File: src/rtl/mult_pkg.sv
// Shared definitions for the shared-multiplier arbiter: controller states and
// the default operand width.
package mult_pkg;

  localparam int unsigned N_DEFAULT = 4;

  typedef enum logic [1:0] {
    IDLE = 2'd0,
    CALC = 2'd1,
    HOLD = 2'd2
  } state_t;

endpackage

File: src/rtl/array_multiplier.sv
// Unsigned combinational array multiplier: exact 2*N-bit product of two N-bit operands.
module array_multiplier
  import mult_pkg::*;
#(
  parameter int N = N_DEFAULT
) (
  input  logic [N-1:0]   i_a,
  input  logic [N-1:0]   i_b,
  output logic [2*N-1:0] o_p
);

  logic [2*N-1:0] w_a_ext;

  assign w_a_ext = {{N{1'b0}}, i_a};

  // One shifted partial-product row per multiplier bit.
  always_comb begin
    o_p = '0;
    for (int i = 0; i < N; i++) begin
      if (i_b[i]) o_p = o_p + (w_a_ext << i);
    end
  end

endmodule

File: src/rtl/mult_share_arbiter.sv
// Two requesters share a single array multiplier; round-robin grant, one
// operation in flight, result held until the consumer takes it.
module mult_share_arbiter
  import mult_pkg::*;
#(
  parameter int N = N_DEFAULT
) (
  input  logic           clk_i,
  input  logic           rst_ni,
  input  logic [1:0]     req_valid_i,
  output logic [1:0]     req_ready_o,
  input  logic [N-1:0]   a0_i,
  input  logic [N-1:0]   b0_i,
  input  logic [N-1:0]   a1_i,
  input  logic [N-1:0]   b1_i,
  output logic           rsp_valid_o,
  input  logic           rsp_ready_i,
  output logic [2*N-1:0] rsp_product_o,
  output logic           rsp_id_o,
  output logic           busy_o
);

  state_t         r_state;
  state_t         w_state_nxt;
  logic [N-1:0]   r_a;
  logic [N-1:0]   r_b;
  logic           r_id;
  logic           r_last_grant;
  logic [2*N-1:0] r_product;
  logic [2*N-1:0] w_mult_p;
  logic [1:0]     w_grant;
  logic           w_accept;
  logic           w_sel;

  // Grant is recomputed every cycle from live valids; nothing is latched until accept.
  always_comb begin
    w_grant = req_valid_i;
    if (req_valid_i == 2'b11) w_grant = r_last_grant ? 2'b01 : 2'b10;
  end

  assign w_accept = |(req_valid_i & req_ready_o);
  assign w_sel    = req_ready_o[1];

  always_ff @(posedge clk_i or negedge rst_ni) begin
    if (!rst_ni) r_state <= IDLE;
    else         r_state <= w_state_nxt;
  end

  always_comb begin
    w_state_nxt = r_state;
    case (r_state)
      IDLE:    if (w_accept) w_state_nxt = CALC;
      CALC:    w_state_nxt = HOLD;
      HOLD:    if (rsp_ready_i) w_state_nxt = IDLE;
      default: w_state_nxt = IDLE;
    endcase
  end

  always_comb begin
    req_ready_o = 2'b00;
    rsp_valid_o = 1'b0;
    busy_o      = 1'b1;
    case (r_state)
      IDLE: begin
        req_ready_o = w_grant;
        busy_o      = 1'b0;
      end
      HOLD:    rsp_valid_o = 1'b1;
      default: ;
    endcase
  end

  // last_grant resets to 1 so requester 0 wins the first contention.
  always_ff @(posedge clk_i or negedge rst_ni) begin
    if (!rst_ni) begin
      r_a          <= '0;
      r_b          <= '0;
      r_id         <= 1'b0;
      r_last_grant <= 1'b1;
      r_product    <= '0;
    end else begin
      if (r_state == IDLE && w_accept) begin
        r_a          <= w_sel ? a1_i : a0_i;
        r_b          <= w_sel ? b1_i : b0_i;
        r_id         <= w_sel;
        r_last_grant <= w_sel;
      end
      if (r_state == CALC) r_product <= w_mult_p;
    end
  end

  array_multiplier #(
    .N (N)
  ) u_mult (
    .i_a (r_a),
    .i_b (r_b),
    .o_p (w_mult_p)
  );

  assign rsp_product_o = r_product;
  assign rsp_id_o      = r_id;

endmodule

File: config.mk
export PLATFORM = sky130hd
export DESIGN_NAME = mult_share_arbiter
export DESIGN_NICKNAME = d
export VERILOG_FILES = /design/src/rtl/mult_pkg.sv /design/src/rtl/array_multiplier.sv /design/src/rtl/mult_share_arbiter.sv
export SDC_FILE = /design/constraint.sdc
export NUM_CORES = 1
export LEC_CHECK = 0
export BUFFER_PORTS_ARGS = -buffer_cell sky130_fd_sc_hd__buf_2
export CAP_MARGIN = 20
export CORE_UTILIZATION = 35
export DETAILED_ROUTE_END_ITERATION = 10
export PLACE_DENSITY_LB_ADDON = 0.3
export SETUP_SLACK_MARGIN = 0.2
export SLEW_MARGIN = 20
export SYNTH_ARGS = -nofsm -noshare
export SYNTH_HDL_FRONTEND = slang
export SYNTH_SLANG_ARGS = --single-unit
File: constraint.sdc
create_clock -name clk_i -period 9.75 [get_ports clk_i]
set_input_delay 0.975 -clock clk_i [delete_from_list [all_inputs] [get_ports clk_i]]
set_output_delay 0.975 -clock clk_i [all_outputs]
set_load 0.02 [all_outputs]
Word level (Yosys, flattened, before mapping)
Index checks and enable logic that the tools add are counted.
- add/subtract/negate cells: 3
- multipliers: 0
- divide/modulo/power cells: 0
- order comparisons: 0
- equal/unequal tests: 5
- shifts and indexed selects: 0
- multiplexer cells: 14
- bitwise gates (word level): 1
- reduce and logical (&&, ||, !) cells: 4
- operators with widths (operator ; number):
    8-bit 2-to-1 mux ; 3
    4-bit 2-to-1 mux ; 3
    2-bit 2-to-1 mux ; 5
    8-bit by 5-bit adder with 8-bit output ; 1
    8-bit by 6-bit adder with 8-bit output ; 1
    8-bit by 7-bit adder with 8-bit output ; 1
    2-bit case mux with 3 select lines ; 1
    2-bit == test (second input constant) ; 2
    2-bit inequality test (second input constant) ; 2
    2-bit AND ; 1
    2-bit by 1-bit == test with 1-bit output (second input constant) ; 1
    2-bit logical NOT ; 1
    1-bit 2-to-1 mux ; 2
    2-bit AND reduction ; 1
    2-bit OR reduction ; 1
    1-bit logical AND ; 1
- register bits after elaboration: 20
- bits in latches: 0
- bits in writable memories: 0
- bits in read-only memories: 0
- input bits: 21
- output and inout bits: 13
- logic and storage cells: 33
- memories: 0

Longest topological paths before layout
Gate-level depths: netlist of the first run.
- depth after elaboration: 7
- mapped depth: 18
- depth with buffers taken out: 18

Hierarchy
Synthesis of the first run repeated with hierarchy kept, for this count alone.
- cell total of the unflattened synthesis: 150
- area, all modules: 1472.7 sq um
- by module, submodules not included (module ; instances ; cells each ; area each (sq um) ; sequential area each (sq um)):
    mult_share_arbiter ; 1 ; 81 ; 909.6 ; 501.7
    array_multiplier ; 1 ; 69 ; 563.0 ; 0.0

Worst setup path before layout of the first run
No wires, ideal clock.
- path kind: reg2reg
- from: register r_a[1]
- to: register r_product[7], in the netlist rsp_product_o[7]
- setup time: 0.122 ns
- arrival time: 3.256 ns
- required time: 9.628 ns
- path slack: 6.372 ns
- stages on the path, launching flop included: 16
- path buffers: 0
- period minus slack after synthesis: 3.378 ns
- path through: dfrtp_1 > and2_1 > ha_1 > inv_1 > fa_1 > mux2i_1 > ha_1 > inv_1 > fa_1 > nand2_1 > o31a_1 > ha_1 > fa_1 > a21o_1 > a21oi_1 > o21ai_1
- cells in the longest elaborated chain, start to end: 7
- RTL lines (element ; line ; text):
    start, declared ; mult_share_arbiter.sv:25 ; logic [N-1:0] r_a;
    start signal, assigned ; mult_share_arbiter.sv:83 ; r_a <= w_sel ? a1_i : a0_i;
    4-bit 2-to-1 mux ; array_multiplier.sv:20 ; if (i_b[i]) o_p = o_p + (w_a_ext << i);
    8-bit by 5-bit adder with 8-bit output ; array_multiplier.sv:20 ;
    8-bit 2-to-1 mux ; array_multiplier.sv:20 ;
    8-bit by 6-bit adder with 8-bit output ; array_multiplier.sv:20 ;
    8-bit 2-to-1 mux ; array_multiplier.sv:20 ;
    8-bit by 7-bit adder with 8-bit output ; array_multiplier.sv:20 ;
    8-bit 2-to-1 mux (*) ; array_multiplier.sv:20 ;
    end signal, assigned ; mult_share_arbiter.sv:88 ; if (r_state == CALC) r_product <= w_mult_p;
    end, declared ; mult_share_arbiter.sv:29 ; logic [2*N-1:0] r_product;
Mark *: on every way between the ends. The rest lies on a longest branch, timed or not.
A chain may end at the register's enable or synchronous reset.

Worst setup path in the final report of the first run
Same ends and word-level chain as after synthesis.

==> run metrics, run 1 <==
initial core utilization 0.369; Slew @ Worst Pin about 0.7 ns; met3 wire length 98 um; Max VDD drop 0.148 mV; TritonCTS buffer count 3; CTS H-tree depth 1; final cycle utilization of the critical path 0.369; gr ovfl total 0; Slew Viols, Final 0; initial antenna violation count 0; routed vias ~1.1k; status complete, no violations; # setup viols final 0; # diodes 0; area share of the largest cell type after synthesis 0.350; Seq/Total Area, Yosys 0.369; nature of the critical path endpoint register; max_slew headroom 0.546; DP Wirelength 2.22 mm; CTS tree yes; vias in the first global route 1017; commonest non-fill, non-tap cell in the layout buf_2; first-pass GRT wire length 4.71 mm; static leakage 0.908 nW; DR WL met2 1.31 mm; clock skew 0.00418 ns; total power 0.585 mW; Arr. time, crit path 3.75 ns; Yosys warnings 0; Fmax achieved 278 MHz; Net Count, Synth around 190; DRT iter0 DRCs 39; MaxCap Viol Count 0; Global Route Usage Sum 0.148; cells resized by post-CTS repair 0; largest cells by area after synthesis dfrtp_1, ha_1, mux2i_1, nand2_1, o21ai_1; min Tclk post-route approximately 3.6 ns; Syn Inst Count 156; layout cells sized above 1 0.207; clock sinks 20; P&R area growth vs syn 20.3%; IO Port Bufs 33; Setup WS pre-CTS around 6.2 ns; Syn Area/Cell 8.72 um^2; Avg Vias per Cell slightly below 5; largest net degree at the start of global routing 21; footprint of the multi-input gates 793 um^2; Hold Crit Class reg2reg; Rows 22; PwrDens 357 nW/um^2; Post-CTS Hold Fix Bufs 0; Seq. cell area 502 um^2; clk root buf clkbuf_8; Die Width 64.3 um; Final Hold Viols 0; Routed WL per cell 11.8 um; Clock Tree Buf Depth 2; CP Launch Type register; commonest cells after routing, fill and taps aside buf_2, nand2_1, dfrtp_1; DIE AREA 4140 um^2; count of cell types in the netlist 29; critical path class reg2reg; I/O pin count 34; 1st-pass router iterations 4; leading area contributor after synthesis dfrtp_1; post-route ant nets 0; Fillers between 400 and 500; crit path max fanout 7; Core ar. 3690 um^2; fin nets roughly 220; cell area after synthesis 1360 um^2; placer congestion estimate 0.836; Die H 64.3 um; final worst setup slack 6.15 ns; setup TNS 0 ns; DR DRC count 0; Reg clk slew, reported paths 0.08 ns; WP data required 9.90 ns; RSZ-0062 raised after global routing false; Routed met1 length 1.36 mm; total wire length 2.78 mm; highest routed layer met4; worst-skew pair later-pin latency 0.26 ns; postcts setup bufs 0; Synth Register Bits 20
flip-flops by register name (all words and copies together), names as in the netlist:
name and cells:
r_state 2, rsp_product_o 8, r_last_grant 1, rsp_id_o 1, r_a 4, r_b 4
worst paths after layout:
| kind | start | end | slack (ns) | depth (start not counted) |
|---|---|---|---|---|
| min in group asynchronous | rst_ni | rsp_product_o[4] | 0.65 | 1 |
| max in group asynchronous | rst_ni | r_last_grant | 8.76 | 1 |
| worst max-delay path | r_a[1] | rsp_product_o[7] | 6.15 | 15 |
| worst min-delay path | r_last_grant | r_last_grant | 0.47 | 2 |
| worst min register to register | r_last_grant | r_last_grant | 0.47 | 2 |
| worst max register to register | r_a[1] | rsp_product_o[7] | 6.15 | 15 |
final cells by class:
class,count,share of cell area
Multi-Input combinational cell,119,0.485
Sequential cell,20,0.307
Clock buffer,3,0.0252
Tap cell,48,0.0367
Clock inverter,1,0.0183
Timing Repair Buffer,33,0.101
Inverter,12,0.0275
kinds of logic (layout without fill, tap and decap cells):
kind of cell	Yosys count	after routing	synth area share
DFF	20	20	0.369
adders and majority gates	14	14	0.145
muxes	11	11	0.0810
xor gates and xnor gates	3	3	0.0193
buffers and inverters	17	49	0.0478
and+or+nand+nor	55	55	0.184
AOI/OAI and AO/OA	36	36	0.154
layer usage:
metal  vias up  global-route usage
met5         -                   0
met4         0              0.0333
met3         2              0.0375
met2        28               0.237
met1       520               0.199
li1        594                   -
Yosys cell counts:
cell type and number:
o21ai_2 1, ha_1 11, a21oi_1 6, nand2b_1 5
buf_2 1, nand2_1 28, nor2b_1 2, a31oi_1 3
fa_1 3, dfstp_2 1, xor2_1 1, o21a_1 1
nor2_1 7, a22oi_1 1, mux2i_1 11, inv_1 12
o21ai_1 14, o31a_1 1, clkbuf_1 4, nand3_1 7
a211o_1 1, o22ai_1 1, or3b_1 1, o21ai_0 4
dfrtp_1 19, and2_1 1, xnor2_1 2, a21o_1 3
and3_1 4
power by group:
group / total, mW / leakage, nW / internal (mW) / switching (mW)
clock network: 0.0837 / 0.0357 / 0.0548 / 0.0289
logic: 0.328 / 0.625 / 0.140 / 0.188
registers: 0.172 / 0.248 / 0.123 / 0.0495
stage by stage:
step / util / area, um^2 / std cells / hold WS [ns]
3_3_place_gp: 0.424 / 1570 / 232 / 0.455
5_1_grt: 0.444 / 1640 / 236 / 0.503
3_5_place_dp: 0.424 / 1570 / 232 / 0.456
6_report: 0.444 / 1640 / 236 / 0.468
4_1_cts: 0.444 / 1640 / 236 / 0.472
2_1_floorplan: - / 1360 / 156 / 0.444
worst max-delay path, cell delays in order, from the launching register on:
cell and delay [ns]:
dfrtp_1 0.50, and2_1 0.19, ha_1 0.16, inv_1 0.05, fa_1 0.39, xnor2_1 0.22
and3_1 0.21, nor2_1 0.07, fa_1 0.51, nand2_1 0.05, o31a_1 0.13, ha_1 0.21
fa_1 0.41, a21o_1 0.19, a21oi_1 0.13, o21ai_1 0.08
Power figures use the tool's default switching activity.
==> run 2, diff against run 1 <==
Clock period 9.75 ns to 3.2 ns, I/O delays scaled along.
==> run 2 against run 1 <==
Compared with the run above:
- the run now ends with negative hold slack, negative setup slack left
- clock-buffer cell count unchanged
- flip-flop and latch count unchanged
- global-route usage up 1.8 points
- clock power rose to 3.0 times the previous value
- first-iteration DRC count down 51%
- cell count up 10%
- wire length up 12%
- via count up 7.6%
- combinational power rose to 4.6 times the previous value
- total power rose to 3.9 times the previous value
- highest routed layer unchanged
==> run metrics, run 2 (synthesis gave the netlist of run 1 again) <==
layout cells sized above 1 0.415; total power 2.27 mW; 1st-pass router iterations 4; WP data required 3.40 ns; TritonCTS buffer count 3; placed cell area 1730 um^2; Max VDD drop 0.628 mV; Arr. time, crit path approximately 3.6 ns; CP Launch Type register; max_slew headroom 0.565; Fmax achieved 298 MHz; MaxCap Viol Count 0; critical path class reg2reg; initial antenna violation count 0; Critical Path Max Stage Delay 0.53 ns; Avg Vias per Cell 4.73; Finished Cell Area slightly below 2000 um^2; clock sinks 20; P&R area growth vs syn 42.8%; CTS tree yes; min Tclk post-route ~3.4 ns; gr ovfl total 0; post-route insts no fill 260; Fillers 361; Routed WL per cell 12.0 um; routed vias 1231; final cycle utilization of the critical path 1.05; max reg flops 8; RSZ-0062 raised after global routing true; # setup viols final 4; DR DRC count 0; worst-skew pair later-pin latency ~0.26 ns; final worst setup slack -0.158 ns; Die Width 64.3 um; Slew @ Worst Pin about 0.65 ns; initial core utilization 0.369; post-route ant nets 0; nature of the critical path endpoint register; first-pass GRT wire length 5.37 mm; fin nets ~250; IO Port Bufs 33; clk root buf clkbuf_8; Critical Path Slowest Stage Cell fa_2; DP Wirelength 2.42 mm; Hold Crit Class in2async; Slew Viols, Final 0; CP delay by family, top adder cells; total wire length 3.11 mm; Core ar. 3690 um^2; PwrDens 1170 nW/um^2; crit path max fanout 2; failing checks negative hold slack, negative setup slack; commonest non-fill, non-tap cell in the layout buf_2; largest net degree at the start of global routing 21; Final Hold Viols 5; placer congestion estimate 0.823; commonest cells after routing, fill and taps aside buf_2, nand2_1, buf_4; DRT iter0 DRCs 19; WHS -0.00388 ns; Post-CTS Hold Fix Bufs 0; Top cell by count, worst path inv_2; clock skew 0.00201 ns; CP cell instances and2_4 > ha_4 > inv_2 > fa_2 > mux2i_4 > ha_2 > inv_2 > fa_1 > nand2_1 > o31a_1 > ha_4 > fa_2 > inv_2 > a31oi_2 > o21a_1; I/O pin count 34; DIE AREA 4140 um^2; Reg clk slew, reported paths 0.08 ns; status finished, violations left; # diodes 0; Clock Tree Buf Depth 2; static leakage 1.03 nW; vias in the first global route 1247; Global Route Usage Sum 0.166; Rows 22; placed cells about 250; Die H 64.3 um; CTS H-tree depth 1; Worst Path Buf+Inv 3
[run 2: cell types whose count changed in the layout (fill, tap and decap cells not counted), sizes merged]
| cell | before | now |
|---|---|---|
| buf | 33 | 57 |
[run 2: final timing paths]
check | start | end | slack, ns | depth (start not counted)
min in group clk_i | rsp_ready_i | r_state[1] | 0.24 | 2
worst max register to register | r_a[1] | rsp_product_o[4] | -0.16 | 15
max in group asynchronous | rst_ni | r_last_grant | 2.86 | 1
worst min-delay path | rst_ni | rsp_product_o[5] | -0.004 | 1
worst max-delay path | r_a[1] | rsp_product_o[4] | -0.16 | 15
worst min register to register | r_last_grant | r_last_grant | 0.47 | 2
[run 2: timing repair]
action | in CTS | in global routing
setup buffers | 4 | 1
pin swaps | 11 | 5
setup endpoints to repair | 5 | 5
gates resized for setup | 14 | 6
[run 2: cell type report]
cell class	instances	area, um^2	area share
clock buffers	3	41.3	0.0213
clock inverters	1	30.0	0.0155
inverters	12	45.0	0.0232
multi-input cells	119	917	0.472
flip-flops and latches	20	503	0.259
well taps	48	60.1	0.0309
repair buffers	57	345	0.178
[run 2: routing by layer]
metal  global-route usage  vias to the layer above  part of all wire
li1                     -                      647                 -
met1                0.191                      550              0.44
met2                0.313                       30              0.52
met3               0.0375                        4             0.033
met4               0.0278                        0            0.0067
met5                    0                        -                 0
[run 2: through the flow]
step	hold slack [ns]	util	worst slack, ns	setup TNS (ns)
after global routing	0.0313	0.526	-0.315	-1.12
after detailed placement	0.297	0.469	-0.250	-0.744
after global placement	0.288	0.469	-0.185	-0.481
after floorplan	0.0244	-	-0.0430	-0.0812
final	-0.00388	0.526	-0.158	-0.403
after CTS	0.00744	0.515	-0.222	-0.611
[run 2: report_power, final]
group	switching, mW	total [mW]	internal, mW	leakage, nW
Clock	0.0867	0.254	0.167	0.0357
Sequential	0.123	0.499	0.376	0.247
Combinational	0.769	1.52	0.750	0.750
Total	0.979	2.27	1.29	1.03
==> run 3, diff against run 2 <==
Settings changed: PLACE_DENSITY from default to 0.55, PLACE_DENSITY_LB_ADDON 0.3 to default.
==> run 3 against run 2 <==
Compared with the run above:
- the run ends with negative setup slack left
- hold slack better by 0.28 ns
- clock-buffer cell count stayed put
- flip-flop and latch count unchanged
- register-to-register slack is essentially flat
- clock power barely moved
- via count up 1.8%
- maximum frequency rose by 0.35%
- critical path depth did not move
- utilization is 1.7 points lower
- largest power group unchanged
==> run metrics, run 3 (synthesis gave the netlist of run 1 again) <==
status finished, violations left; failing checks negative setup slack; Fillers between 300 and 400; Critical R2R Launch r_a[1]; CP cell instances and2_4 > ha_4 > inv_2 > fa_1 > mux2i_1 > ha_2 > inv_2 > fa_1 > nand2_1 > o31a_1 > ha_4 > fa_2 > inv_1 > a31oi_1 > o21a_1; post-route insts no fill 256; Fmax achieved approximately 300 MHz; initial antenna violation count 0; Avg Vias per Cell slightly below 5; max_slew headroom 0.551; Hold Crit Class in2reg; DIE AREA 4140 um^2; Reg clk slew, reported paths 0.08 ns; RSZ-0062 raised after global routing true; Core ar. between 3000 and 4000 um^2; critical path class reg2reg; commonest non-fill, non-tap cell in the layout buf_2; Critical Path Max Stage Delay 0.52 ns; Die H between 60 and 70 um; DRT iter0 DRCs 30; min Tclk post-route 3.35 ns; worst-skew pair later-pin latency 0.27 ns; Max VDD drop 0.481 mV; Rows 22; WP data required 3.41 ns; clk root buf clkbuf_8; placer congestion estimate 0.884; Global Route Usage Sum 0.169; crit path max fanout 3; # setup viols final 4; CTS tree yes; largest net degree at the start of global routing 21; Arr. time, crit path 3.56 ns; vias in the first global route 1179; first-pass GRT wire length 5.29 mm; Clock Tree Buf Depth 2; commonest cells after routing, fill and taps aside buf_2, nand2_1, buf_4; P&R area growth vs syn 38.1%; Routed WL per cell 12.1 um; DP Wirelength 2.53 mm; final worst setup slack -0.146 ns; Slew Viols, Final 0; Die Width 64.3 um; gr ovfl total 0; setup TNS -0.404 ns; footprint of the multi-input gates 881 um^2; # diodes 0; MaxCap Viol Count 0; CP Launch Type register; PwrDens ~1100 nW/um^2; 1st-pass router iterations 4; Worst Setup SP r_a[1]; Seq. cell area slightly above 500 um^2; TritonCTS buffer count 3; clock sinks 20; hold path start rsp_ready_i; clock skew 0.00819 ns; Slew @ Worst Pin approximately 0.67 ns; placed cells 246; Final Hold Viols 0; max reg flops 8; CTS H-tree depth 1; DR DRC count 0; static leakage 1.02 nW; layout cells sized above 1 0.375; nature of the critical path endpoint register; initial core utilization 0.369; Critical Path Slowest Stage Cell fa_2; I/O pin count 34; total wire length 3.09 mm; IO Port Bufs 33; final cycle utilization of the critical path 1.05; fin nets 244; routed vias 1253; post-route ant nets 0
[run 3: report_power, final]
group          internal [mW]  total [mW]  switching (mW)
registers              0.376       0.494           0.118
clock network          0.167       0.256          0.0885
logic                  0.668        1.39           0.725
total                   1.21        2.14           0.931
[run 3: final timing paths]
check,end,slack (ns),cells past startpoint
max,rsp_product_o[4],-0.15,15
min,r_state[1],0.27,2
max reg2reg,rsp_product_o[4],-0.15,15
min reg2reg,r_last_grant,0.47,2
max in group asynchronous,r_a[1],2.33,2
min in group asynchronous,rsp_product_o[5],0.52,2
[run 3: layer usage]
metal | part of all wire | track usage | vias to the layer above | wire (um)
li1 | - | - | 637 | -
met1 | 0.46 | 0.204 | 585 | 1410
met2 | 0.49 | 0.297 | 27 | 1530
met3 | 0.037 | 0.0304 | 4 | 114
met4 | 0.013 | 0.0583 | 0 | 40
met5 | 0 | 0 | - | 0
[run 3: timing repair]
action	CTS	global route
endpoints found under the setup margin	4	5
pin swaps	1	2
hold buffers	1	0
endpoints found under the hold margin	5	0
gates resized for setup	2	12
setup buffers	3	2
[run 3: per-stage QoR]
step | total power [mW] | util | setup slack [ns] | cell area (um^2) | hold WS, ns
after floorplan | 1.31 | - | -0.0430 | 1380 | 0.0244
after global placement | 1.70 | 0.459 | -0.113 | 1690 | 0.288
after detailed placement | 1.74 | 0.459 | -0.168 | 1690 | 0.297
after CTS | 2.06 | 0.489 | -0.139 | 1800 | 0.274
after global routing | 2.35 | 0.509 | -0.263 | 1880 | 0.269
final | 2.14 | 0.509 | -0.146 | 1880 | 0.273
[run 3: layout make-up]
type,count,area share
Multi-Input combinational cell,119,0.469
Sequential cell,20,0.268
Timing Repair Buffer,53,0.169
Tap cell,48,0.0320
Inverter,12,0.0240
Clock buffer,3,0.0220
Clock inverter,1,0.0160
[run 3: worst max-delay path: cells and delay by family (launching register included)]
kind	cells	cell delay (ns)
AO/OA/AOI/OAI	3	0.40
multiplexers	1	0.22
adder cells (fa/ha/maj)	6	1.95
flip-flops	1	0.41
AND/OR/NAND/NOR	2	0.20
buffers and inverters	3	0.13
